`config.mk`:
```
export PLATFORM = sky130hd
export DESIGN_NAME = aes_kat_sequencer
export DESIGN_NICKNAME = d
export VERILOG_FILES = /design/src/rtl/aes_kat_sequencer.sv
export SDC_FILE = /design/constraint.sdc
export NUM_CORES = 1
export LEC_CHECK = 0
export ABC_AREA = 1
export BUFFER_PORTS_ARGS = -buffer_cell sky130_fd_sc_hd__buf_2
export CORE_AREA = 2 2 402 404
export DETAILED_ROUTE_END_ITERATION = 16
export DIE_AREA = 0 0 404 406
export PLACE_DENSITY = 0.42
export REMOVE_ABC_BUFFERS = 1
export SLEW_MARGIN = 10
export SYNTH_ARGS = -nofsm -noshare
export SYNTH_HDL_FRONTEND = slang
export SYNTH_SLANG_ARGS = --single-unit
```
`constraint.sdc`:
```
create_clock -name clk_i -period 1.8 [get_ports clk_i]
set_input_delay 0.09 -clock clk_i [delete_from_list [all_inputs] [get_ports clk_i]]
set_output_delay 0.09 -clock clk_i [all_outputs]
set_load 0.05 [all_outputs]
```
`src/rtl/aes_kat_sequencer.sv`:
```
// Known-answer self-test sequencer: reads a vector ROM, drives an external AES core, scores results.
// Optional macro AES_KAT_DECRYPT_EN adds a decrypt round trip to every vector.
module aes_kat_sequencer #(
  parameter  int NUM_VECTORS    = 4,
  parameter  int KEY_W          = 256,
  parameter  int TIMEOUT_CYCLES = 64,
  localparam int IW             = (NUM_VECTORS > 1) ? $clog2(NUM_VECTORS) : 1,
  localparam int CW             = $clog2(NUM_VECTORS + 1)
) (
  input  logic             clk_i,
  input  logic             reset_n_i,
  input  logic             start_i,
  output logic [IW-1:0]    vec_addr_o,
  input  logic [127:0]     vec_plain_i,
  input  logic [127:0]     vec_cipher_i,
  input  logic [KEY_W-1:0] vec_key_i,
  output logic             core_v_o,
  input  logic             core_ready_i,
  output logic [127:0]     core_data_o,
  output logic [KEY_W-1:0] core_key_o,
  output logic             core_decrypt_o,
  input  logic             core_v_i,
  input  logic [127:0]     core_data_i,
  output logic             busy_o,
  output logic             done_o,
  output logic             pass_o,
  output logic [CW-1:0]    fail_count_o,
  output logic [IW-1:0]    first_fail_o,
  output logic             timeout_o
);

  localparam int TW = (TIMEOUT_CYCLES > 2) ? $clog2(TIMEOUT_CYCLES) : 1;
  localparam logic [TW-1:0] TMO_LOAD = TW'(TIMEOUT_CYCLES - 1);
  localparam logic [IW-1:0] LAST_IDX = IW'(NUM_VECTORS - 1);

  typedef enum logic [3:0] {
    IDLE, FETCH, LOAD, ENC_REQ, ENC_WAIT, DEC_REQ, DEC_WAIT, CHECK, DONE
  } state_t;

  state_t             state_q, state_d;
  logic [IW-1:0]      idx_q, idx_d;
  logic [127:0]       plain_q, plain_d;
  logic [127:0]       cipher_q, cipher_d;
  logic [KEY_W-1:0]   key_q, key_d;
  logic [127:0]       res_q, res_d;
  logic [TW-1:0]      tmr_q, tmr_d;
  logic               vec_fail_q, vec_fail_d;
  logic [CW-1:0]      fail_cnt_q, fail_cnt_d;
  logic [IW-1:0]      first_fail_q, first_fail_d;
  logic               timeout_q, timeout_d;

  always_ff @(posedge clk_i or negedge reset_n_i) begin
    if (!reset_n_i) begin
      state_q      <= IDLE;
      idx_q        <= '0;
      plain_q      <= '0;
      cipher_q     <= '0;
      key_q        <= '0;
      res_q        <= '0;
      tmr_q        <= '0;
      vec_fail_q   <= 1'b0;
      fail_cnt_q   <= '0;
      first_fail_q <= '0;
      timeout_q    <= 1'b0;
    end else begin
      state_q      <= state_d;
      idx_q        <= idx_d;
      plain_q      <= plain_d;
      cipher_q     <= cipher_d;
      key_q        <= key_d;
      res_q        <= res_d;
      tmr_q        <= tmr_d;
      vec_fail_q   <= vec_fail_d;
      fail_cnt_q   <= fail_cnt_d;
      first_fail_q <= first_fail_d;
      timeout_q    <= timeout_d;
    end
  end

  always_comb begin
    state_d      = state_q;
    idx_d        = idx_q;
    plain_d      = plain_q;
    cipher_d     = cipher_q;
    key_d        = key_q;
    res_d        = res_q;
    tmr_d        = tmr_q;
    vec_fail_d   = vec_fail_q;
    fail_cnt_d   = fail_cnt_q;
    first_fail_d = first_fail_q;
    timeout_d    = timeout_q;
    core_v_o     = 1'b0;

    case (state_q)
      IDLE, DONE: begin
        if (start_i) begin
          fail_cnt_d   = '0;
          first_fail_d = '0;
          timeout_d    = 1'b0;
          idx_d        = '0;
          state_d      = FETCH;
        end
      end
      FETCH: state_d = LOAD;
      LOAD: begin
        plain_d    = vec_plain_i;
        cipher_d   = vec_cipher_i;
        key_d      = vec_key_i;
        vec_fail_d = 1'b0;
        state_d    = ENC_REQ;
      end
      ENC_REQ: begin
        core_v_o = 1'b1;
        if (core_ready_i) begin
          tmr_d   = TMO_LOAD;
          state_d = ENC_WAIT;
        end
      end
      ENC_WAIT: begin
        // A response on the last timer cycle still wins over the timeout.
        if (core_v_i) begin
          res_d = core_data_i;
          if (core_data_i != cipher_q) vec_fail_d = 1'b1;
`ifdef AES_KAT_DECRYPT_EN
          state_d = DEC_REQ;
`else
          state_d = CHECK;
`endif
        end else if (tmr_q == '0) begin
          vec_fail_d = 1'b1;
          timeout_d  = 1'b1;
          state_d    = CHECK;
        end else begin
          tmr_d = tmr_q - 1'b1;
        end
      end
      DEC_REQ: begin
        core_v_o = 1'b1;
        if (core_ready_i) begin
          tmr_d   = TMO_LOAD;
          state_d = DEC_WAIT;
        end
      end
      DEC_WAIT: begin
        if (core_v_i) begin
          res_d = core_data_i;
          if (core_data_i != plain_q) vec_fail_d = 1'b1;
          state_d = CHECK;
        end else if (tmr_q == '0) begin
          vec_fail_d = 1'b1;
          timeout_d  = 1'b1;
          state_d    = CHECK;
        end else begin
          tmr_d = tmr_q - 1'b1;
        end
      end
      CHECK: begin
        if (vec_fail_q) begin
          fail_cnt_d = fail_cnt_q + 1'b1;
          if (fail_cnt_q == '0) first_fail_d = idx_q;
        end
        if (idx_q == LAST_IDX) begin
          state_d = DONE;
        end else begin
          idx_d   = idx_q + 1'b1;
          state_d = FETCH;
        end
      end
      default: state_d = IDLE;
    endcase
  end

`ifdef AES_KAT_DECRYPT_EN
  assign core_decrypt_o = (state_q == DEC_REQ);
`else
  assign core_decrypt_o = 1'b0;
`endif

  // Decrypt requests carry the encrypt result; everything else carries the latched plaintext.
  assign core_data_o  = (state_q == DEC_REQ) ? res_q : plain_q;
  assign core_key_o   = key_q;
  assign vec_addr_o   = idx_q;
  assign busy_o       = (state_q != IDLE) && (state_q != DONE);
  assign done_o       = (state_q == DONE);
  assign pass_o       = (state_q == DONE) && (fail_cnt_q == '0);
  assign fail_count_o = fail_cnt_q;
  assign first_fail_o = first_fail_q;
  assign timeout_o    = timeout_q;

endmodule

```
==> reports/results.tsv <==
metric	value	unit
grt_use_met3	0.0598	
drtPass1Iterations	5	
fin_ws	-0.635	ns
crit_top_cell	buf_12	
critPathKind	reg2out	
fin_crit	2.44	ns
root_buffer	clkbuf_16	
r2r_slack	-0.15	ns
synthCells	2611	
final_util	0.326	
maxSlewHeadroom	0.382	
grt_most_used_layer	met2	
core_area	0.160	mm2
holdWs	0.163	ns
die-area	0.164	mm2
grt_max_degree	46	
place_inst	5915	
wirelength	140	mm
whs_endpoint	core_key_o[90]	
grtUsageTotal	0.165	
drt_iter0_drc	1154	
critical-path-top-delay-family	buffers and inverters	
totalPowerFinal	106	mW
crit_buf_inv	5	
placedInstanceArea	0.0401	mm2
hold_path_class	in2reg	
postLayoutCellArea	0.0520	mm2
yosys_warnings	0	
cts_sinks	659	
fin_nets	5246	
cts_tree	built	
ff_latch_area	0.0165	mm2
grt_pass1_wl	198	mm
cts_buffer_depth	3	
multiInputGateArea	0.0130	mm2
crit_arrival	2.35	ns
worstPathMaxFanout	14	
violations	negative setup slack	
cp_slowest_cell	dfrtp_1	
overflow	0	
syn_area	0.0294	mm2
outcome	finished with violations	
fin_skew	0.0297	ns
reg2reg_depth	8	
die_h	406	um
cts_buffers	87	
ys_seq_area_frac	0.560	
rsz0062_at_grt	yes	
htreeDepth	3	
fin_cells	6770	
remaining_drc_errors	0	
wl_per_cell	20.7	um
maxCapViolCount	0	
hold_viol_final	0	
p_leak	24.2	nW
clk_pin_slew	0.06	ns
end_kind	output port	
n_fill_cell	16400	
crit_chain	inv_2 > nor2_4 > nand3_4 > buf_12 > buf_4 > buf_12 > mux2_2 > buf_12	
synth-seq-cells	659	
crit-reg2reg-launch	state_q[3]	
setup.worst_path.start_class	flop	
rows	147	
grt_pass1_vias	28600	
drv_slew	0	
finalCritPeriodShare	1.35	
area_growth	76.6	%
drt.antenna.violating_nets	0	
hold_depth	3	
ys_types	32	
worst_skew_pair.late_latency	0.70	ns
cpPeakStageDelay	0.37	ns
antenna_found_initial	55	
p_per_area	2030	mW/mm2
tightest_slew	0.924	ns
viasPerCell	3.96	
rr_endpoint	core_key_o[212]	
place_congestion	0.849	
start_util	0.184	
fmax	411	MHz
final.setup.tns	-103.05	ns
pre_cts_ws	-0.797	ns
vias	26800	
use_met2	0.289	
die_w	404	um
grt_util_met1	0.182	
setup_viol	595	
dpl.hpwl	110	mm
required	1.71	ns
postSynthAreaPerCell	11.3	um2
io_pins	1042	
ir_drop	1.20	mV
drive_above_1_share	0.480	
worstHoldStart	vec_key_i[90]	
io_buffers	1040	
==> logic make-up after synthesis <==
family          after synthesis  share of synthesized area
compound gates              278                     0.0479
xor+xnor                    226                     0.0673
fa+ha+maj                     5                    0.00213
buf+inv                     291                     0.0415
flops                       659                      0.560
mux                         503                      0.192
other cells                   1                   0.000127
simple gates                648                     0.0882
==> routing by layer <==
metal	vias up	routed length, um
met4	22	4940
met3	255	11700
li1	12600	-
met1	13100	53700
met2	859	70000
met5	-	149
==> placed cells by master, fill, tap and decap left out, types with 40 or more instances in the layout <==
cell / n
buf_2: 915
dfrtp_1: 658
dlygate4sd3_1: 647
mux2_2: 503
nand2_1: 268
buf_4: 256
nor2_1: 209
xnor2_1: 169
inv_1: 164
a21oi_1: 131
buf_12: 92
clkbuf_16: 90
buf_6: 73
xor2_1: 51
nand2_2: 41
o21ai_0: 40
==> repair_timing <==
item / CTS / global route
gates cloned: 4 / 2
setup buffers: 8 / 20
endpoints found under the setup margin: 152 / 670
endpoints found under the hold margin: 1309 / 0
hold buffers: 647 / 0
pin swaps: 23 / 18
gates resized for setup: 342 / 240
==> final cells by class <==
| class | instances | area share |
|---|---|---|
| antenna | 20 | 0.000963 |
| clock buffer | 126 | 0.0490 |
| clock inverter | 31 | 0.00922 |
| inverter | 176 | 0.0128 |
| multi-input combinational | 1661 | 0.250 |
| sequential | 659 | 0.317 |
| tap | 2086 | 0.0502 |
| timing repair buffer | 2011 | 0.311 |
==> Yosys cell counts <==
cell / instances / area, um2
conb_1: 1 / 3.75
clkbuf_1: 29 / 109
inv_2: 8 / 30.0
or2_1: 1 / 6.26
nand3_2: 2 / 20.0
buf_4: 12 / 90.1
o21ai_1: 2 / 10.0
o41ai_1: 1 / 8.76
mux2_2: 503 / 5660
nor2_4: 2 / 22.5
xnor2_1: 175 / 1530
a21oi_4: 1 / 16.3
nor2_1: 257 / 965
nand3_1: 27 / 135
xor2_1: 51 / 447
nand2_1: 320 / 1200
buf_1: 6 / 22.5
nor4_1: 1 / 6.26
ha_1: 5 / 62.6
a21oi_1: 157 / 786
o21ai_0: 115 / 576
or3_1: 1 / 6.26
nor3_1: 4 / 20.0
inv_1: 168 / 631
buf_2: 68 / 340
nand4_2: 1 / 12.5
a31oi_1: 2 / 12.5
nor3b_1: 1 / 7.51
nand4_1: 24 / 150
dfrtp_1: 659 / 16500
nor2_2: 1 / 6.26
nand2_2: 6 / 37.5
==> power breakdown <==
| group | switching [mW] | internal (mW) | total (mW) |
|---|---|---|---|
| Combinational | 36.2 | 24.4 | 60.6 |
| Sequential | 4.30 | 22.3 | 26.6 |
| Clock | 7.46 | 11.0 | 18.5 |
==> registers in the layout (all words and copies together), names as in the netlist, 2 cells and up <==
name,count
vec_addr_o,2
state_q,4
core_key_o,256
first_fail_o,2
res_q,128
cipher_q,128
fail_count_o,3
tmr_q,6
plain_q,128
==> worst register-to-register path: cells and delay by family (launching register included) <==
| kind | cells | cell delay, ns |
|---|---|---|
| multiplexers | 1 | 0.37 |
| AND/OR/NAND/NOR | 2 | 0.26 |
| flip-flops | 1 | 0.41 |
| buffers and inverters | 5 | 0.82 |
==> worst max path at each step <==
stage                  from         endpoint  depth (start not counted)
3_3_place_gp   plain_q[123]       vec_fail_q                         13
4_1_cts          state_q[2]   core_data_o[1]                          9
2_1_floorplan    state_q[2]      cipher_q[0]                          3
3_5_place_dp   plain_q[123]       vec_fail_q                         13
6_report         state_q[2]  core_data_o[97]                          8
5_1_grt          state_q[2]  core_data_o[73]                         10
Power figures use the tool's default switching activity.
